<file path="config.mk">
export PLATFORM = sky130hd
export DESIGN_NAME = approx_adder_error_monitor
export DESIGN_NICKNAME = d
export VERILOG_FILES = /design/src/rtl/approx_adder_pkg.sv /design/src/rtl/approx_adder_error_monitor_err_stage.sv /design/src/rtl/approx_adder_error_monitor.sv
export SDC_FILE = /design/constraint.sdc
export NUM_CORES = 1
export LEC_CHECK = 0
export CAP_MARGIN = 10
export CORE_MARGIN = 3
export CORE_UTILIZATION = 40
export CTS_CLUSTER_DIAMETER = 100
export DETAILED_ROUTE_END_ITERATION = 16
export SLEW_MARGIN = 20
export SYNTH_ARGS = -nofsm -noshare
export SYNTH_HDL_FRONTEND = slang
export SYNTH_SLANG_ARGS = --single-unit
</file>
<file path="constraint.sdc">
create_clock -name clk -period 18.3 [get_ports clk]
set_input_delay 2.745 -clock clk [delete_from_list [all_inputs] [get_ports clk]]
set_output_delay 2.745 -clock clk [all_outputs]
set_load 0.03 [all_outputs]
</file>
<file path="src/rtl/approx_adder_pkg.sv">
// approx_adder_pkg: shared constants, FSM states and result record for the error monitor
package approx_adder_pkg;
    localparam int WIDTH_DEF = 16;
    localparam int CNT_W_DEF = 32;
    localparam int ACC_W_DEF = 48;
    localparam int SUM_W_DEF = WIDTH_DEF + 1;
    typedef enum logic [1:0] {IDLE, RUN, DRAIN, DONE} state_e;
    typedef struct packed {
        logic [ACC_W_DEF-1:0] sum_abs_err;
        logic [SUM_W_DEF-1:0] max_err;
        logic [CNT_W_DEF-1:0] err_count;
        logic [CNT_W_DEF-1:0] samples;
    } result_t;
endpackage

</file>
<file path="src/rtl/approx_adder_error_monitor_err_stage.sv">
// approx_err_stage: absolute error register plus saturating sum, max and count accumulators
module approx_err_stage
    import approx_adder_pkg::*;
#(
    parameter int WIDTH = WIDTH_DEF,
    parameter int CNT_W = CNT_W_DEF,
    parameter int ACC_W = ACC_W_DEF
) (
    input  logic             clk,
    input  logic             rst,
    input  logic             clr_i,
    input  logic             v_i,
    input  logic [WIDTH:0]   exact_i,
    input  logic [WIDTH:0]   approx_i,
    output logic             v_o,
    output logic [ACC_W-1:0] sum_o,
    output logic [WIDTH:0]   max_o,
    output logic [CNT_W-1:0] cnt_o,
    output logic [CNT_W-1:0] smp_o
);
    logic             v_q, v_d;
    logic [WIDTH:0]   err, err_q, err_d, max_q, max_d;
    logic [ACC_W:0]   sum_ext;
    logic [ACC_W-1:0] sum_q, sum_d;
    logic [CNT_W-1:0] cnt_q, cnt_d, smp_q, smp_d;

    assign err = exact_i >= approx_i ? exact_i - approx_i : approx_i - exact_i;
    assign sum_ext = {1'b0, sum_q} + {{(ACC_W - WIDTH){1'b0}}, err_q};

    always_comb begin
        v_d   = !clr_i && v_i;
        err_d = v_i ? err : err_q;
        sum_d = clr_i ? '0 : v_q ? (sum_ext[ACC_W] ? '1 : sum_ext[ACC_W-1:0]) : sum_q;
        max_d = clr_i ? '0 : (v_q && err_q > max_q) ? err_q : max_q;
        cnt_d = clr_i ? '0 : (v_q && err_q != '0) ? cnt_q + CNT_W'(1) : cnt_q;
        smp_d = clr_i ? '0 : v_q ? smp_q + CNT_W'(1) : smp_q;
    end

    always_ff @(posedge clk or posedge rst) begin
        if (rst) begin
            v_q   <= 1'b0;
            err_q <= '0;
            sum_q <= '0;
            max_q <= '0;
            cnt_q <= '0;
            smp_q <= '0;
        end else begin
            v_q   <= v_d;
            err_q <= err_d;
            sum_q <= sum_d;
            max_q <= max_d;
            cnt_q <= cnt_d;
            smp_q <= smp_d;
        end
    end

    assign v_o   = v_q;
    assign sum_o = sum_q;
    assign max_o = max_q;
    assign cnt_o = cnt_q;
    assign smp_o = smp_q;
endmodule

</file>
<file path="src/rtl/approx_adder_error_monitor.sv">
// approx_adder_error_monitor: windowed error metrics for an approximate adder under test
module approx_adder_error_monitor
    import approx_adder_pkg::*;
#(
    parameter int WIDTH = WIDTH_DEF,
    parameter int CNT_W = CNT_W_DEF,
    parameter int ACC_W = ACC_W_DEF
) (
    input  logic             clk,
    input  logic             rst,
    input  logic             start,
    input  logic [CNT_W-1:0] num_samples,
    input  logic             in_valid,
    output logic             in_ready,
    input  logic [WIDTH-1:0] in_a,
    input  logic [WIDTH-1:0] in_b,
    input  logic [WIDTH:0]   in_approx,
    output logic             res_valid,
    input  logic             res_ready,
    output logic [ACC_W-1:0] res_sum_abs_err,
    output logic [WIDTH:0]   res_max_err,
    output logic [CNT_W-1:0] res_err_count,
    output logic [CNT_W-1:0] res_samples,
    output logic             busy
);
    state_e           state_q, state_d;
    logic [CNT_W-1:0] num_q, num_d, acc_q, acc_d;
    logic             s1_v_q, s1_v_d, s2_v;
    logic [WIDTH:0]   exact_q, exact_d, approx_q, approx_d;
    logic             start_ok, accept, last;

    assign start_ok  = start && state_q == IDLE;
    assign in_ready  = state_q == RUN;
    assign res_valid = state_q == DONE;
    assign busy      = state_q != IDLE;
    assign accept    = in_valid && in_ready;
    assign last      = accept && acc_q + CNT_W'(1) == num_q;

    always_comb begin
        state_d = state_q;
        case (state_q)
            IDLE:    if (start) state_d = num_samples == '0 ? DONE : RUN;
            RUN:     if (last) state_d = DRAIN;
            DRAIN:   if (!s1_v_q && !s2_v) state_d = DONE;
            DONE:    if (res_ready) state_d = IDLE;
            default: state_d = IDLE;
        endcase
    end

    // Stage 1 widens before adding so the carry lands in bit WIDTH
    always_comb begin
        num_d    = start_ok ? num_samples : num_q;
        acc_d    = start_ok ? '0 : accept ? acc_q + CNT_W'(1) : acc_q;
        s1_v_d   = accept;
        exact_d  = accept ? {1'b0, in_a} + {1'b0, in_b} : exact_q;
        approx_d = accept ? in_approx : approx_q;
    end

    always_ff @(posedge clk or posedge rst) begin
        if (rst) begin
            state_q  <= IDLE;
            num_q    <= '0;
            acc_q    <= '0;
            s1_v_q   <= 1'b0;
            exact_q  <= '0;
            approx_q <= '0;
        end else begin
            state_q  <= state_d;
            num_q    <= num_d;
            acc_q    <= acc_d;
            s1_v_q   <= s1_v_d;
            exact_q  <= exact_d;
            approx_q <= approx_d;
        end
    end

    approx_err_stage #(.WIDTH(WIDTH), .CNT_W(CNT_W), .ACC_W(ACC_W)) u_err (
        .clk      (clk),
        .rst      (rst),
        .clr_i    (start_ok),
        .v_i      (s1_v_q),
        .exact_i  (exact_q),
        .approx_i (approx_q),
        .v_o      (s2_v),
        .sum_o    (res_sum_abs_err),
        .max_o    (res_max_err),
        .cnt_o    (res_err_count),
        .smp_o    (res_samples)
    );
endmodule

</file>
==> flow_summary.toml, run 1 <==
[clocking]
clock_path_buffers = 3
cts.clk_slew.worst_paths_ps = 60
clockRootBuffer = "sky130_fd_sc_hd__clkbuf_16"
cts_max_level = 1
cts_buf_count = 29
cts_setup_buffers = 0
clock_insertion_delay_worst_skew_ps = 550
clock-sinks = 248
clock_tree_from_tritoncts = "built"
cts_resized = 0
cts_hold_buffers = 0

[critical_path]
critical_path_class = "in2reg"
critPathCaptureType = "flip-flop"
crit_path_max_fanout = 81
worst_setup_path_start_kind = "primary input"
cp_data_arrival_time_ps = 5630
cp.required_ps = 18700

[final_layout]
fillers = 3657
layoutNonFillerInstCount = 2478
postLayoutCoreUtil_pct = 50.1
layout-drive-gt1-share_pct = 4.58
final_cell_mix = "248 x sky130_fd_sc_hd__dfrtp_1, 219 x sky130_fd_sc_hd__nand2_1, 217 x sky130_fd_sc_hd__clkdlybuf4s50_1, 164 x sky130_fd_sc_hd__nor2_1"
diodes = 0
final_net_count = 2126
mostFrequentLayoutCell = "sky130_fd_sc_hd__dfrtp_1"
areaGrowthSynthToFinish_pct = 22.4

[placement]
port_buffers = 217
placed_cells_incl_taps = 2425
dp_hpwl_mm = 30.7
gp_congestion = 0.861

[timing]
timing.slew.headroom_pct = 29.8
rsz0062_at_grt = "no"
fin_crit_sh_pct = 28.6
max_freq_mhz = 191
final_max_slew_viol_count = 0
worstMarginPinSlew_ps = 1050
setup-violations-final = 0
worst_hold_margin_ps = 498
final.setup_skew_ps = 22.7
final.min_clock_period_ps = 5230
count_of_endpoints_failing_hold_in_the_final_timing_report = 0
final.setup.tns_ps = 0

[job]
drv.max_cap_violation_count = 0

[synth]
syn-instance-count = 1764
synth-edff-count = 0
syn_area_per_cell_um2 = 8.82
synth-seq-area-share_pct = 39.9
net_count_after_synthesis = 1945
ys_dominant_reg_cell = "sky130_fd_sc_hd__dfrtp_1"
synth_cell_type_count = 80
ys.warnings.count = 0
ys_seq_elements = 248
netlist_area_um2 = 15600
async_flop_share_pct = 100

[detailed_routing]
first_iter_violations = 604
post_drt_via_cell_ratio = 5.40
route.vias.total = 13400
drt-pass1-iter-count = 5
detail_route.drc_violations = 0
routedWlPerCell_um = 17.0
drt.antenna.violating_nets = 0
drt_wl_total_mm = 42.1

[global_route]
grt_usage_pct = 19.7
grt_max_degree = 118
vias_in_the_first_global_route = 12900
grt_antenna_before_repair = 0
globalRoute.totalOverflow = 0
first_pass_grt_wire_length_mm = 68.4

[pwr]
gate_power_share_pct = 52.4
power_density_nw_per_um2 = 153
totalPowerFinal_uw = 2910
p_leak_uw = 0.00830
ir_drop_v = 0.0000996
switching_power_uw = 1260
power_switching_share_pct = 43.3
seq_power_share_pct = 28.4
clk_pwr_share_pct = 19.2
cellInternalPower_uw = 1650

[floorplanning]
core.rowCount = 71
design.core.area_um2 = 38000
dieArea_um2 = 41300
io_pins = 218
initial_util_pct = 40.9
die_height_um = 203
die_width_um = 203

[run_status]
run_status = "finished clean"

[worst_hold_path]
hold_class = "reg2reg"
[synth_stat cells (all sizes together) (26+ instances only)]
cell / instances / area share (%)
dfrtp: 248 / 40
nand3: 67 / 2.2
nor3: 46 / 1.5
o21ai: 110 / 3.5
nand4: 46 / 2.0
a31oi: 28 / 1.3
buf: 26 / 0.89
xor2: 81 / 4.6
inv: 88 / 2.1
xnor2: 73 / 4.1
clkbuf: 50 / 1.2
mux2i: 38 / 2.4
nor2: 164 / 4.0
and3: 29 / 1.2
nand2: 221 / 5.4
or3: 29 / 1.2
a21oi: 107 / 3.5
ha: 91 / 7.3
[final cells by class]
type	instances	area, um^2	area share, %
Multi-Input combinational cell	1351	8700	45.7
Timing Repair Buffer	226	2240	11.8
Sequential cell	248	6210	32.6
Clock buffer	48	887	4.66
Clock inverter	5	40.0	0.210
Tap cell	511	639	3.36
Inverter	89	342	1.79
[sequential cells by signal, summed over array words and instances, names as in the netlist]
name	count
acc_q	32
approx_q	17
exact_q	17
num_q	32
s1_v_q	1
state_q	2
u_err.cnt_o	32
u_err.err_q	17
u_err.max_o	17
u_err.smp_o	32
u_err.sum_o	48
u_err.v_o	1
[path summary, 6_finish.rpt]
path                       slack [ps]               to            from  cells after the start
setup / recovery                13070  u_err.cnt_o[29]           start                      9
hold / removal                    500        num_q[26]       num_q[26]                      2
setup reg to reg                14370  u_err.sum_o[45]  u_err.err_q[0]                     10
hold reg to reg                   500        num_q[26]       num_q[26]                      2
max in group asynchronous       14110        num_q[10]             rst                      3
min in group asynchronous        2770   u_err.sum_o[3]             rst                      2
[per-stage QoR]
step / setup slack, ps / cell area (um^2)
floorplan: 8740 / 15600
global placement: 12550 / 18100
detailed placement: 12490 / 18100
CTS: 13080 / 19100
global route: 12750 / 19100
finish: 13070 / 19100
[routing by layer]
metal / track usage [%] / vias up / wire, um
met1: 27.9 / 6413 / 19600
met5: 0 / - / 0
li1: - / 6572 / -
met2: 32.5 / 330 / 19500
met4: 4.50 / 0 / 960
met3: 2.57 / 54 / 2020
[critical path, cell delays in order]
cell and delay, ps:
sky130_fd_sc_hd__clkdlybuf4s50_1 520, sky130_fd_sc_hd__and2_4 740, sky130_fd_sc_hd__o22ai_1 320, sky130_fd_sc_hd__nor3_1 480
sky130_fd_sc_hd__nand2_1 260, sky130_fd_sc_hd__nor2_1 230, sky130_fd_sc_hd__nand4_1 130, sky130_fd_sc_hd__xor2_1 140
sky130_fd_sc_hd__nor2_1 50
[cells by family (layout without fill, tap and decap cells)]
group                      Yosys count  after routing  share of synthesized area [%]
and+or+nand+nor                    697            697                           21.8
AOI/OAI and AO/OA                  361            361                           14.6
DFF                                248            248                           39.9
buffers and inverters              165            368                           4.24
xor gates and xnor gates           154            154                           8.67
adders and majority gates           95             95                           7.83
muxes                               44             44                           2.93
[power groups by stage]
stage / Combinational, uW / Clock (uW) / Sequential [uW]
floorplan: 1100 / 0 / 855
global placement: 1500 / 0 / 832
detailed placement: 1520 / 0 / 835
CTS: 1530 / 575 / 826
global route: 1700 / 595 / 845
finish: 1530 / 560 / 826
No activity file was read; power rests on OpenSTA's default activity.
==> run 2, diff against run 1 <==
Clock period 18.3 ns to 4.29 ns, I/O delays scaled along.
==> run 2 against run 1 <==
Effect of this change:
- hold slack improved by 1.4 ps
- cell area rose by 0.57%
- combinational power rose to 4.3 times the previous value
- global-route usage is 0.11 points lower
- sequential cell count unchanged
- via count is 0.74% lower
- sequential share of layout area fell by 0.18 points
- critical endpoint is now u_err.sum_o[23]
- highest routed layer unchanged
==> flow_summary.toml, run 2 (synthesized netlist as in run 1, its figures left out) <==
[run_status]
run_status = "finished clean"

[floorplanning]
die_height_um = 203
core.rowCount = 71
initial_util_pct = 40.9
design.core.area_um2 = 38000
die_width_um = 203
io_pins = 218
dieArea_um2 = 41300

[pwr]
gate_power_share_pct = 52.2
p_leak_uw = 0.00835
switching_power_uw = 5390
clk_pwr_share_pct = 19.8
seq_power_share_pct = 28.0
cellInternalPower_uw = 7160
ir_drop_v = 0.000336
power_switching_share_pct = 42.9
power_density_nw_per_um2 = 655

[detailed_routing]
post_drt_via_cell_ratio = 5.34
drt.antenna.violating_nets = 0
drt-pass1-iter-count = 5
drt_wl_total_mm = 41.3
routedWlPerCell_um = 16.6
first_iter_violations = 727
route.vias.total = 13300
detail_route.drc_violations = 0

[clocking]
cts_resized = 0
cts_max_level = 1
clock-sinks = 248
cts_hold_buffers = 0
clock_path_buffers = 3
clock_insertion_delay_worst_skew_ps = 560
cts_buf_count = 28
clockRootBuffer = "sky130_fd_sc_hd__clkbuf_16"
cts_setup_buffers = 0
cts.clk_slew.worst_paths_ps = 60
clock_tree_from_tritoncts = "built"

[critical_path]
worst_setup_path_start_kind = "flip-flop"
critPathTopFamily = "compound AO/OA/AOI/OAI gates"
critical_path.cell_chain = "ha_1 > fa_1 > a21o_1 > a21oi_1 > o21ai_1 > a32oi_1 > o21ai_1 > a21oi_2 > buf_4 > and4_1 > a21bo_1 > a21oi_1"
worst-r2r-setup-slack_ps = 750
crit_buf_inv = 1
critical_path_class = "reg2reg"
cp_data_arrival_time_ps = 3930
timing.rr.start = "u_err.err_q[0]"
crit_path_max_fanout = 7
cp.required_ps = 4680
worst-r2r-cell-count = 12
crit_path_top_delay_cell = "sky130_fd_sc_hd__a32oi_1"
critPathCaptureType = "flip-flop"
critical_path.reg2reg.endpoint = "u_err.sum_o[23]"
max_stage_delay_ps = 500

[timing]
count_of_endpoints_failing_hold_in_the_final_timing_report = 0
final.setup.tns_ps = 0
final.setup_skew_ps = 21.1
timing.slew.headroom_pct = 33.8
worst_hold_margin_ps = 499
setup-violations-final = 0
final.min_clock_period_ps = 3540
worstMarginPinSlew_ps = 994
rsz0062_at_grt = "no"
final.setup.worst_slack_ps = 748
final_max_slew_viol_count = 0
fin_crit_sh_pct = 82.6
max_freq_mhz = 282

[global_route]
grt_usage_pct = 19.6
grt_antenna_before_repair = 1
vias_in_the_first_global_route = 12900
globalRoute.totalOverflow = 0
grt_max_degree = 94
first_pass_grt_wire_length_mm = 67.8

[worst_hold_path]
hold_class = "reg2reg"
timing.hold.worst_path_depth = 2
timing.hold.worst_endpoint = "num_q[22]"
hold_path.startpoint = "num_q[22]"

[final_layout]
layout-drive-gt1-share_pct = 4.97
final_cell_mix = "248 x sky130_fd_sc_hd__dfrtp_1, 219 x sky130_fd_sc_hd__nand2_1, 217 x sky130_fd_sc_hd__clkdlybuf4s50_1, 164 x sky130_fd_sc_hd__nor2_1"
final_net_count = 2132
largest_reg_flops = 48
mostFrequentLayoutCell = "sky130_fd_sc_hd__dfrtp_1"
areaGrowthSynthToFinish_pct = 23.1
layoutNonFillerInstCount = 2484

[placement]
placed_cells_incl_taps = 2432
port_buffers = 217
dp_worst_setup_slack_ps = 811
dp_hpwl_mm = 30.6
gp_congestion = 0.876

[job]
drv.max_cap_violation_count = 0
run 2: cell count changes in the layout (fill, tap and decap cells not counted), sizes merged:
| cell | before | now |
|---|---|---|
| buf | 9 | 16 |
| bufinv | 0 | 3 |
| clkbuf | 48 | 42 |
| clkinv | 2 | 5 |
| clkinvlp | 2 | 3 |
| diode | 0 | 1 |
| inv | 90 | 87 |
run 2: final cells by class:
class / count / area [um^2]
Clock buffer: 42 / 823
Timing Repair Buffer: 233 / 2320
Multi-Input combinational cell: 1351 / 8700
Clock inverter: 9 / 136
Inverter: 89 / 338
Antenna cell: 1 / 2.50
Fill cell: 3624 / 18900
Sequential cell: 248 / 6210
Tap cell: 511 / 639
run 2: worst max-delay path by stage:
stage,start,endpoint,cells after the start
floorplan,rst,acc_q[0],1
global placement,in_a[0],exact_q[14],13
detailed placement,u_err.err_q[0],u_err.sum_o[23],12
CTS,u_err.err_q[0],u_err.sum_o[23],12
global route,u_err.err_q[0],u_err.sum_o[23],12
finish,u_err.err_q[0],u_err.sum_o[23],12
run 2: power groups by stage:
stage | sequential (uW) | clock [uW] | combinational [uW]
after floorplan | 3650 | 0 | 4710
after global placement | 3540 | 0 | 6440
after detailed placement | 3560 | 0 | 6520
after CTS | 3520 | 2560 | 6560
after global routing | 3600 | 2660 | 7310
final | 3510 | 2490 | 6540
run 2: metal layers:
metal	part of all wire, %	GRT usage [%]
met5	0	0
met4	2.3	5.11
met3	5.0	2.41
met2	44	30.9
met1	48	28.8
run 2: metrics by stage:
stage	util [%]	cell area [um^2]	total power [uW]
4_1_cts	50.4	19200	12600
5_1_grt	50.4	19200	13600
3_3_place_gp	47.9	18200	9980
2_1_floorplan	-	15600	8360
3_5_place_dp	47.9	18200	10100
6_report	50.4	19200	12500
run 2: worst reg2reg max path, stage by stage (launching register included):
cell and delay, ps:
sky130_fd_sc_hd__dfrtp_1 420, sky130_fd_sc_hd__ha_1 230, sky130_fd_sc_hd__fa_1 420, sky130_fd_sc_hd__a21o_1 200, sky130_fd_sc_hd__a21oi_1 260, sky130_fd_sc_hd__o21ai_1 150, sky130_fd_sc_hd__a32oi_1 500, sky130_fd_sc_hd__o21ai_1 220
sky130_fd_sc_hd__a21oi_2 300, sky130_fd_sc_hd__buf_4 210, sky130_fd_sc_hd__and4_1 300, sky130_fd_sc_hd__a21bo_1 140, sky130_fd_sc_hd__a21oi_1 50
==> RTL change: new RTL, flow settings as in run 1 <==
Encoding of `state_e`: now one-hot (4 bits for 4 states).
--- a/src/rtl/approx_adder_pkg.sv
+++ b/src/rtl/approx_adder_pkg.sv
@@ -5,5 +5,5 @@
     localparam int ACC_W_DEF = 48;
     localparam int SUM_W_DEF = WIDTH_DEF + 1;
-    typedef enum logic [1:0] {IDLE, RUN, DRAIN, DONE} state_e;
+    typedef enum logic [3:0] {IDLE = 4'b0001, RUN = 4'b0010, DRAIN = 4'b0100, DONE = 4'b1000} state_e;
     typedef struct packed {
         logic [ACC_W_DEF-1:0] sum_abs_err;
Behaviour: same outputs for any inputs over 4 cycles, from zero or initial values and one cycle with rst high; so few cycles prove little.
==> RTL change against run 1 <==
  * Final area grew 1.7%
  * Sequential cell count grew 2
  * Sequential share of layout area shrank 0.29 points
  * Routed wire length grew 2.6%
  * First-iteration DRC count grew 50%
  * Total power is essentially flat
  * Worst setup slack gained 0.059 ns
  * Area after synthesis grew 1.6%
  * Largest cell class unchanged
==> RTL change: results (changes against run 1) <==
Power
  • Combinational share of power: 0.507 (-0.017)
  • Reg power frac: 0.284 (about the same)
  • Net switching power: 1.26 mW (-0.22%)
  • Sequential Power: 827 uW (about the same)
  • Peak VDD IR: 0.0819 mV (-18%)
  • Leak Pwr: 8.28 nW (-0.17%)

Layout
  • Nets: 2,174 (+2.3%)
  • ANT cells: 0 (unchanged)
  • Fraction of layout cells with a size suffix above 1: 0.0500 (+0.00422)
  • # fillers: 3,671 (+0.38%)
  • Area growth, synth to finish: 22.6%

Global routing
  • First-pass GRT wire length: 70,300 um (+2.7%)
  • Vias in the first global route: 13,400 (+3.5%)
  • GR Util met1: 0.282 (+0.00338)
  • Global-route usage over all layers: 0.202 (+0.00450)
  • Initial antenna violation count: 1 (+1)
  • M3 GR Usage: 0.0261 (+0.000362)
  • Largest net degree at the start of global routing: 129 (+9.3%)
  • Met2 Resource Use GR: 0.334 (+0.00901)

Synthesis
  • Post-Syn Nets: 1,998 (+2.7%)
  • Compound-gate portion of the synthesized area: 0.180 (+0.0342)
  • Xor/xnor cell area share of the yosys netlist: 0.0743 (-0.0124)
  • Post-synth EDFFs: 0 (unchanged)
  • Fraction of the mapped netlist area in adder cells: 0.0731 (-0.00515)
  • Sequential area share after synthesis: 0.396 (-0.00285)
  • Post-synthesis mux area share: 0.0250 (-0.00425)
  • Top cells by area in the synthesized netlist: dfrtp_1, ha_1, nand2_1
  • Syn. warnings: 0 (unchanged)
  • Synthesized instance count: 1,822 (+3.3%)
  • Post-synth top cells: dfrtp_1, nand2_1, nor2_1
  • Synth cell types: 83 (+3.8%)

CTS
  • Post-cts sizing count: 0 (unchanged)
  • TritonCTS Buffers: 30 (+3.4%)
  • Skew-Pair Late Insertion Delay: 0.57 ns (+0.02 ns)
  • Max Root-Sink Buffers: 3 (unchanged)

Critical path
  • Worst r2r src: exact_q[4]
  • Critical path launch point: start
  • FF-to-FF End: u_err.err_q[8]
  • Reg2reg setup slack: 14.24 ns (-0.13 ns)
  • CP max FO: 94 (+16%)
  • Worst Reg-to-Reg Cells: 10 (unchanged)
  • Worst EP arrival: 5.59 ns (-0.04 ns)

Placement
  • Post-DP HPWL: 31,400 um (+2.4%)
  • Placed Area: 18,400 sq um (+1.3%)
  • GP Congestion: 0.878 (+1.9%)
  • Post-place setup slack: 12.55 ns (+0.0623 ns)

Drt
  • WL met2: 20,100 um (+3.4%)
  • Vias: 13,900 (+4.2%)
  • Drt total wl: 43,100 um (+2.6%)
  • Routed WL per cell: 17.0 um (about the same)
  • M1 wire length: 19,900 um (+1.3%)
  • Iter 0 DRT Violations: 909 (+50%)
  • Met3 WL: 2310 um (+14%)
  • DR top layer: met5

Worst hold path
  • Worst hold endpoint: num_q[23]
  • Worst hold start: num_q[23]

Timing
  • Worst Clk Skew: 0.0213 ns (-0.00136 ns)
  • Worst slew margin: 0.283 (-0.0146)
  • Final Hold Slack: 0.492 ns (-0.00526 ns)

Run status
  • Status: complete, no violations
[RTL change: cell type report]
cell class / count / area share
Multi-Input combinational cell: 1387 / 0.455
Timing Repair Buffer: 231 / 0.117
Clock buffer: 43 / 0.0443
Tap cell: 518 / 0.0334
Inverter: 98 / 0.0194
Clock inverter: 12 / 0.00800
Sequential cell: 250 / 0.323
[RTL change: how the worst max path moves through the flow]
stage / to / slack (ns) / cells past startpoint
global route: exact_q[16] / 12.86 / 13
detailed placement: acc_q[18] / 12.55 / 6
floorplan: acc_q[0] / 8.69 / 1
global placement: u_err.smp_o[3] / 12.60 / 4
finish: acc_q[18] / 13.13 / 6
CTS: acc_q[18] / 13.15 / 6
[RTL change: critical path, cell delays in order]
cell             delay (ns)
clkdlybuf4s50_1        0.52
and3_4                 0.51
buf_4                  0.86
nor2_2                 0.46
o21ai_0                0.28
o31ai_1                0.11
